<file path="src/rtl/ard00_ref_sequencer.sv">
// Bandgap/reference power-up sequencer: enable, settle, trim, qualify refok, report ready/fault.
// Every output is registered, and refok adds two synchroniser stages. There is no backpressure; req is a level.
module ard00_ref_sequencer #(
  parameter int         BG_SETTLE   = 64,
  parameter int         TRIM_SETTLE = 16,
  parameter int         OK_FILT     = 8,
  parameter int         TIMEOUT     = 1024,
  parameter int         CNT_W       = 11,
  parameter logic [6:0] TRIM_RST    = 7'h40
) (
  input  logic       clk,
  input  logic       rstn,
  input  logic       req,
  input  logic [6:0] trim_otp,
  input  logic [6:0] trim_ovr,
  input  logic       trim_ovr_en,
  input  logic       tst_en,
  input  logic [1:0] tst_sel,
  input  logic       refok,
  output logic       en,
  output logic [6:0] trimBG,
  output logic       ten_bg,
  output logic       ten_ref,
  output logic       ready,
  output logic       fault,
  output logic       lost,
  output logic [2:0] state
);
  localparam logic [2:0] ST_OFF   = 3'd0;
  localparam logic [2:0] ST_BG_EN = 3'd1;
  localparam logic [2:0] ST_TRIM  = 3'd2;
  localparam logic [2:0] ST_QUAL  = 3'd3;
  localparam logic [2:0] ST_READY = 3'd4;
  localparam logic [2:0] ST_FAULT = 3'd5;

  localparam logic [CNT_W-1:0] CNT_ONE   = CNT_W'(1);
  localparam logic [CNT_W-1:0] CNT_MAX   = {CNT_W{1'b1}};
  localparam logic [CNT_W-1:0] BG_LAST   = CNT_W'(BG_SETTLE - 1);
  localparam logic [CNT_W-1:0] TRIM_LAST = CNT_W'(TRIM_SETTLE - 1);
  localparam logic [CNT_W-1:0] OK_LAST   = CNT_W'(OK_FILT - 1);
  localparam logic [CNT_W-1:0] TMO_LAST  = CNT_W'(TIMEOUT - 1);

  logic             refok_meta;
  logic             refok_s;
  logic [CNT_W-1:0] cnt;
  logic [CNT_W-1:0] ok_cnt;
  logic [CNT_W-1:0] low_cnt;
  logic [CNT_W-1:0] cnt_inc;
  logic [CNT_W-1:0] ok_inc;
  logic [CNT_W-1:0] low_inc;
  logic [CNT_W-1:0] cnt_nxt;
  logic [CNT_W-1:0] ok_nxt;
  logic [CNT_W-1:0] low_nxt;
  logic [2:0]       state_nxt;
  logic [6:0]       trim_nxt;
  logic             lost_nxt;
  logic             en_nxt;

  // Saturating increments: counters hold at all-ones instead of wrapping.
  assign cnt_inc = (cnt == CNT_MAX) ? cnt : cnt + CNT_ONE;
  assign ok_inc  = (ok_cnt == CNT_MAX) ? ok_cnt : ok_cnt + CNT_ONE;
  assign low_inc = (low_cnt == CNT_MAX) ? low_cnt : low_cnt + CNT_ONE;

  always_ff @(posedge clk or negedge rstn) begin
    if (!rstn) begin
      refok_meta <= 1'b0;
      refok_s    <= 1'b0;
    end else begin
      refok_meta <= refok;
      refok_s    <= refok_meta;
    end
  end

  always_comb begin
    state_nxt = state;
    cnt_nxt   = cnt;
    ok_nxt    = ok_cnt;
    low_nxt   = low_cnt;
    trim_nxt  = trimBG;
    lost_nxt  = 1'b0;
    if (!req) begin
      // Dropping req wins over every other transition.
      state_nxt = ST_OFF;
      cnt_nxt   = '0;
      ok_nxt    = '0;
      low_nxt   = '0;
      trim_nxt  = TRIM_RST;
    end else begin
      case (state)
        ST_OFF: begin
          state_nxt = ST_BG_EN;
          cnt_nxt   = '0;
          trim_nxt  = TRIM_RST;
        end
        ST_BG_EN: begin
          if (cnt == BG_LAST) begin
            state_nxt = ST_TRIM;
            cnt_nxt   = '0;
            trim_nxt  = trim_ovr_en ? trim_ovr : trim_otp;
          end else begin
            cnt_nxt = cnt_inc;
          end
        end
        ST_TRIM: begin
          if (cnt == TRIM_LAST) begin
            state_nxt = ST_QUAL;
            cnt_nxt   = '0;
            ok_nxt    = '0;
            low_nxt   = '0;
          end else begin
            cnt_nxt = cnt_inc;
          end
        end
        ST_QUAL: begin
          cnt_nxt = cnt_inc;
          ok_nxt  = refok_s ? ok_inc : '0;
          // A filter hit on the timeout cycle still qualifies.
          if (refok_s && (ok_cnt == OK_LAST)) begin
            state_nxt = ST_READY;
            cnt_nxt   = '0;
            ok_nxt    = '0;
            low_nxt   = '0;
          end else if (cnt == TMO_LAST) begin
            state_nxt = ST_FAULT;
            cnt_nxt   = '0;
            ok_nxt    = '0;
            trim_nxt  = TRIM_RST;
          end
        end
        ST_READY: begin
          low_nxt = refok_s ? '0 : low_inc;
          if (trim_ovr_en) trim_nxt = trim_ovr;
          if (!refok_s && (low_cnt == OK_LAST)) begin
            state_nxt = ST_QUAL;
            lost_nxt  = 1'b1;
            cnt_nxt   = '0;
            ok_nxt    = '0;
            low_nxt   = '0;
          end
        end
        ST_FAULT: begin
          trim_nxt = TRIM_RST;
        end
        default: begin
          state_nxt = ST_OFF;
          cnt_nxt   = '0;
          ok_nxt    = '0;
          low_nxt   = '0;
          trim_nxt  = TRIM_RST;
        end
      endcase
    end
  end

  always_comb begin
    en_nxt = (state_nxt == ST_BG_EN) || (state_nxt == ST_TRIM) ||
             (state_nxt == ST_QUAL)  || (state_nxt == ST_READY);
  end

  always_ff @(posedge clk or negedge rstn) begin
    if (!rstn) begin
      state   <= ST_OFF;
      cnt     <= '0;
      ok_cnt  <= '0;
      low_cnt <= '0;
      en      <= 1'b0;
      trimBG  <= TRIM_RST;
      ten_bg  <= 1'b0;
      ten_ref <= 1'b0;
      ready   <= 1'b0;
      fault   <= 1'b0;
      lost    <= 1'b0;
    end else begin
      state   <= state_nxt;
      cnt     <= cnt_nxt;
      ok_cnt  <= ok_nxt;
      low_cnt <= low_nxt;
      en      <= en_nxt;
      trimBG  <= trim_nxt;
      // Test enables rise one cycle after en and fall on the same edge as en.
      ten_bg  <= tst_en & tst_sel[0] & en & en_nxt;
      ten_ref <= tst_en & tst_sel[1] & en & en_nxt;
      ready   <= (state_nxt == ST_READY);
      fault   <= (state_nxt == ST_FAULT);
      lost    <= lost_nxt;
    end
  end

endmodule

</file>
<file path="config.mk">
export PLATFORM = sky130hd
export DESIGN_NAME = ard00_ref_sequencer
export DESIGN_NICKNAME = d
export VERILOG_FILES = /design/src/rtl/ard00_ref_sequencer.sv
export SDC_FILE = /design/constraint.sdc
export NUM_CORES = 1
export LEC_CHECK = 0
export BUFFER_PORTS_ARGS = -buffer_cell sky130_fd_sc_hd__buf_2
export CAP_MARGIN = 20
export CORE_MARGIN = 4
export CORE_UTILIZATION = 58
export CTS_CLUSTER_DIAMETER = 60
export DETAILED_ROUTE_END_ITERATION = 8
export PLACE_DENSITY = 0.87
export RECOVER_POWER = 50
export SLEW_MARGIN = 0
export SYNTH_ARGS = -nofsm -noshare
export SYNTH_HDL_FRONTEND = slang
export SYNTH_SLANG_ARGS = --single-unit
export TNS_END_PERCENT = 10
</file>
<file path="constraint.sdc">
create_clock -name clk -period 2.9 [get_ports clk]
set_clock_uncertainty 0.15 [all_clocks]
set_input_delay 0.58 -clock clk [delete_from_list [all_inputs] [get_ports clk]]
set_output_delay 0.58 -clock clk [all_outputs]
set_load 0.05 [all_outputs]
</file>
Yosys cells after proc, flatten, opt, wreduce, memory -nomap -nowiden --
Cells that the tools add are included.
Cells by class: multiplexer cells 38, reduce and logical (&&, ||, !) cells 12, bitwise gates (word level) 6, add/subtract/negate cells 3, eq/ne operators 30
Operators by type and width (number):
- $mux W11 | 18
- $pmux W11 S4 | 2
- $pmux W11 S5 | 1
- $mux W7 | 6
- $add A11 B1 Y11 const B | 3
- $eq A11 B11 Y1 const B | 3
- $pmux W7 S4 | 1
- $eq A11 B3 Y1 const B | 2
- $ne A3 B3 Y1 const B | 7
- $mux W3 | 6
- $pmux W3 S6 | 1
- $eq A3 B2 Y1 const B | 4
- $eq A3 B3 Y1 const B | 4
- $eq A11 B10 Y1 const B | 1
- $eq A11 B4 Y1 const B | 1
- $eq A11 B6 Y1 const B | 1
- $reduce_and A4 Y1 | 2
- $and A1 B1 Y1 | 6
- $eq A3 B1 Y1 const B | 2
- $ne A2 B2 Y1 const B | 3
- $ne A6 B6 Y1 const B | 1
- $ne A5 B5 Y1 const B | 1
- $reduce_and A5 Y1 | 1
- $logic_not A3 Y1 | 1
- other kinds (6) | 11
Storage, ports and cells: input bits 22, output and inout bits 16, register bits after elaboration 51, word-level logic and storage cells 102

Longest topological paths before layout --
word-level depth 10, gate-level depth with buffers 8, depth with buffers taken out 7

Least setup slack after synthesis --
Ideal clock, no wire load.
path type reg-to-reg, start register state[1], end register cnt[7], required time 2671 ps, setup time 79 ps, stages on the path, launching flop included 9, data arrival time 2182 ps, clock period less this slack 2411 ps, slack 489 ps, path buffers 2, cells stage by stage dfrtp_1 -> buf_2 -> nand3b_1 -> a31oi_1 -> nand2_1 -> a2111oi_4 -> buf_4 -> nand4_1 -> mux2i_1
Between the ends: word-level cells in the longest chain between the ends 3, elaborated cells on any way between the ends 10, those cells by class 7 x eq/ne; 2 x mux; 1 x reduce/logical
Ends and longest elaborated chain:
- from (decl) | line 27 | output logic [2:0] state
- from (signal assigned) | line 174 | state <= state_nxt;
- $eq A3 B3 Y1, or another cell as far along | line 89 | case (state)
- $pmux W11 S5, or another cell as far along | line 89
- $mux W11 or $reduce_and A2 Y1 (tied branches)
- to (signal assigned) | line 175 | cnt <= cnt_nxt;
- to (decl) | line 45 | logic [CNT_W-1:0] cnt;
Parallel ways exist; a longest one is shown, timed or not. A chain may end at the register's enable or synchronous reset.

Worst setup path after layout --
start register cnt[0], end register cnt[7]
Between the ends: word-level cells in the longest chain between the ends 6, elaborated cells on any way between the ends 12, those cells by class 1 x add/sub; 4 x eq/ne; 7 x mux
Ends and longest elaborated chain:
- $add A11 B1 Y11 or $eq A11 B11 Y1 (tied branches) | line 60 | assign cnt_inc = (cnt == CNT_MAX) ? cnt : cnt + CNT_ONE;
- $mux W11 | line 60
- $mux W11 | line 123 | end else if (cnt == TMO_LAST) begin
- $mux W11 | line 118 | if (refok_s && (ok_cnt == OK_LAST)) begin
- $pmux W11 S5 (*) | line 89
- $mux W11 (*) | line 81 | if (!req) begin
Mark *: on every way between the ends. The rest lies on a longest branch, timed or not.

==> results.ini <==
[outcome]
run_status=completed

[pwr]
power.internal_uw=949
power.sequential.fraction_pct=56.4
p_leak_nw=1.40
power_density_nw_per_um2=401
p_sw_uw=358
power.switching_fraction_pct=27.4
ir_worst_vdd_uv=233
power.share.clock_pct=33.7
comb_power_share_pct=9.9
power_mw=1.31

[timing]
hold_ws_ns=0.211
finalHoldViolCount=0
finalCriticalPeriod_ns=2.63
timing.setup.tns_ns=0
timing_worst_slew_pin_value_ns=1.47
maxSlewHeadroom_pct=1.72
setup_slack_ns=0.270
grt_setup_unrepaired=no
timing.final.max_slew_violations=0
setup_viol=0
period_share_pct=90.7
achievable-frequency_mhz=380

[clock_tree]
cts_tree=yes
post_cts_repair_resize_count=0
clock_slew_seen_by_the_registers_of_the_worst_setup_and_hold_paths_ns=0.11
inserted_clock_buffers=5
clockBufferDepth=2
sink_count=51
holdBufCountCts=1
clock_tree.htree_level_count=2
postCtsSetupBuffers=0
clockRootBuffer=clkbuf_8
clock_insertion_delay_worst_skew_ns=0.32

[placement]
numPlacedInstances=422
dp_hpwl_um=4900
detailed_place.area_um2=3170
pre_cts_slack_ns=0.301
finalWeightedCongestion=0.896
port_buffers=37

[grt]
track_usage_pct=23.5
antenna_violations_before_repair=0
global_route.overflow_total=0
wire_length_of_the_first_global_routing_pass_um=11900
first_global_vias=2640
pin_count_of_the_biggest_net_entering_global_routing=29

[worst_setup_path]
biggest_fanout_along_the_worst_timing_path=7
r2r_start=cnt[0]$_DFFE_PN0P_
crit_arrival_ns=2.73
crit-reg2reg-capture=cnt[7]$_DFFE_PN0P_
rr_worst_depth=8
critPathRequiredTime_ns=2.99
r2r_slack_ns=0.27
critPathKind=reg -> reg
critPathLaunchType=register
endpoint_kind=register

[logic_synthesis]
synth_top_cells_by_count=dfrtp_1 (50), nand2_1 (36), a21oi_1 (32)
synth_nets=346
synth.top_cell.area_share_pct=43.0
ys_async_sr_fraction_pct=100
number_of_flops_mapped_to_enable_cells_by_yosys=0
syn_area_per_cell_um2=9.06
yosys_most_used_dff=dfrtp_1
synth_cell_type_count=57
fraction_of_the_yosys_area_taken_by_sequential_cells_pct=43.9
synth_most_common_cell=dfrtp_1
synth_largest_area_cell=dfrtp_1
ys_ff_latch=51
synth.cell_area_um2=2910
yosys-top-cells-area=dfrtp_1 (43%), a21oi_1 (5.5%), nand2_1 (4.6%)
yosysWarningCount=0
synth_cells=321

[min_path]
holdCritPathClass=in -> reg
min_to=refok_meta$_DFF_PN0_
min-delay-start=refok
worst_hold_path.num_cells=1

[job]
maxCapViolCount=0

[final_layout]
layout-drive-gt1-share_pct=16.2
fin_area_um2=3260
seqCellArea_um2=1280
layoutNonFillerInstCount=431
insertedDiodeCount=0
finalNetCount=388
finalCoreUtilization_pct=68.2
area_growth_syn_to_layout_pct=12.2
fillCellCount=396
multi_input_area_um2=1520

[route]
post_drt_wl_per_cell_um=15.7
postRouteAntennaNets=0
post_dr_vias_cell=6.21
drt_wl_total_um=6770
first_pass_iters=5
via_count=2676
first_iter_violations=217
drcViolationCount=0

[floorplan]
chipWidth_um=78.8
core-area_um2=4790
chipHeight_um=78.8
rows=25
die_area_um2=6210
floorplan.initialDensity_pct=60.8
ioPinCount=38

-- power by group through the flow --
stage | registers [mW] | clock network, mW | logic, mW
detailed placement | 0.751 | 0 | 0.130
floorplan | 0.771 | 0 | 0.0574
global placement | 0.749 | 0 | 0.128
CTS | 0.737 | 0.449 | 0.131
finish | 0.737 | 0.441 | 0.129
global route | 0.740 | 0.480 | 0.143
-- routing by layer --
layer	share of wire, %	track usage, %	vias up
li1	-	-	1283
met1	45	29.4	1291
met2	48	40.2	81
met3	4.4	4.20	21
met4	2.4	9.62	0
met5	0	0	-
-- final cells by class --
| class | count | area share [%] |
|---|---|---|
| Clock buffer | 5 | 2.11 |
| Clock inverter | 3 | 0.844 |
| Inverter | 11 | 1.27 |
| Multi-Input combinational cell | 247 | 46.5 |
| Sequential cell | 51 | 39.2 |
| Tap cell | 67 | 2.57 |
| Timing Repair Buffer | 47 | 7.56 |
-- sequential cells by signal, summed over array words and instances (netlist names) --
signal,flops
refok_s,1
low_cnt,11
ten_bg,1
state,3
lost,1
trimBG,7
ready,1
en,1
refok_meta,1
ten_ref,1
fault,1
ok_cnt,11
cnt,11
-- logic make-up (layout without fill, tap and decap cells) --
group           Yosys count  after routing  synth area share, %
simple gates            131            131                 23.3
compound gates          101            101                 23.4
flops                    51             51                 43.9
buf+inv                  23             66                 3.92
mux                      11             11                 3.87
fa+ha+maj                 3              3                 1.29
xor+xnor                  1              1                0.301
-- cells in the final DEF, fill, tap and decap left out, types with 2 or more instances in the layout --
master	netlist	final
a41oi_1	4	4
and3_1	8	8
clkbuf_1	4	9
nand2_1	36	36
dfrtp_1	50	50
nand4_1	10	10
ha_1	3	3
a21oi_1	32	32
buf_4	2	7
clkbuf_8	0	5
and2b_1	2	2
and2_1	5	5
nor3_1	8	8
a21o_1	3	3
a32o_1	6	6
mux2_2	2	2
inv_1	11	11
nor2_1	30	30
mux2i_1	9	9
buf_2	4	30
a31oi_1	16	16
nand2b_1	5	5
nand3_1	13	13
a22o_1	3	3
nor2b_1	2	2
o21ai_0	19	19
nor3b_1	2	2
-- worst max path at each step --
| stage | start | endpoint | cells after the start |
|---|---|---|---|
| detailed placement | cnt[0]$_DFFE_PN0P_ | cnt[1]$_DFFE_PN0P_ | 8 |
| global placement | cnt[7]$_DFFE_PN0P_ | ok_cnt[0]$_DFFE_PN0P_ | 6 |
| global route | cnt[0]$_DFFE_PN0P_ | cnt[1]$_DFFE_PN0P_ | 8 |
| finish | cnt[0]$_DFFE_PN0P_ | cnt[7]$_DFFE_PN0P_ | 8 |
| floorplan | state[1]$_DFF_PN0_ | cnt[7]$_DFFE_PN0P_ | 8 |
| CTS | cnt[0]$_DFFE_PN0P_ | cnt[1]$_DFFE_PN0P_ | 8 |
-- critical path: stages (launching register included) --
cell,delay [ns]
dfrtp_1,0.42
ha_1,0.25
and3_1,0.20
and4bb_2,0.24
o22a_2,0.22
a2111oi_4,0.54
buf_4,0.25
nand4_1,0.12
mux2i_1,0.16
No activity file was read; power rests on OpenSTA's default activity.
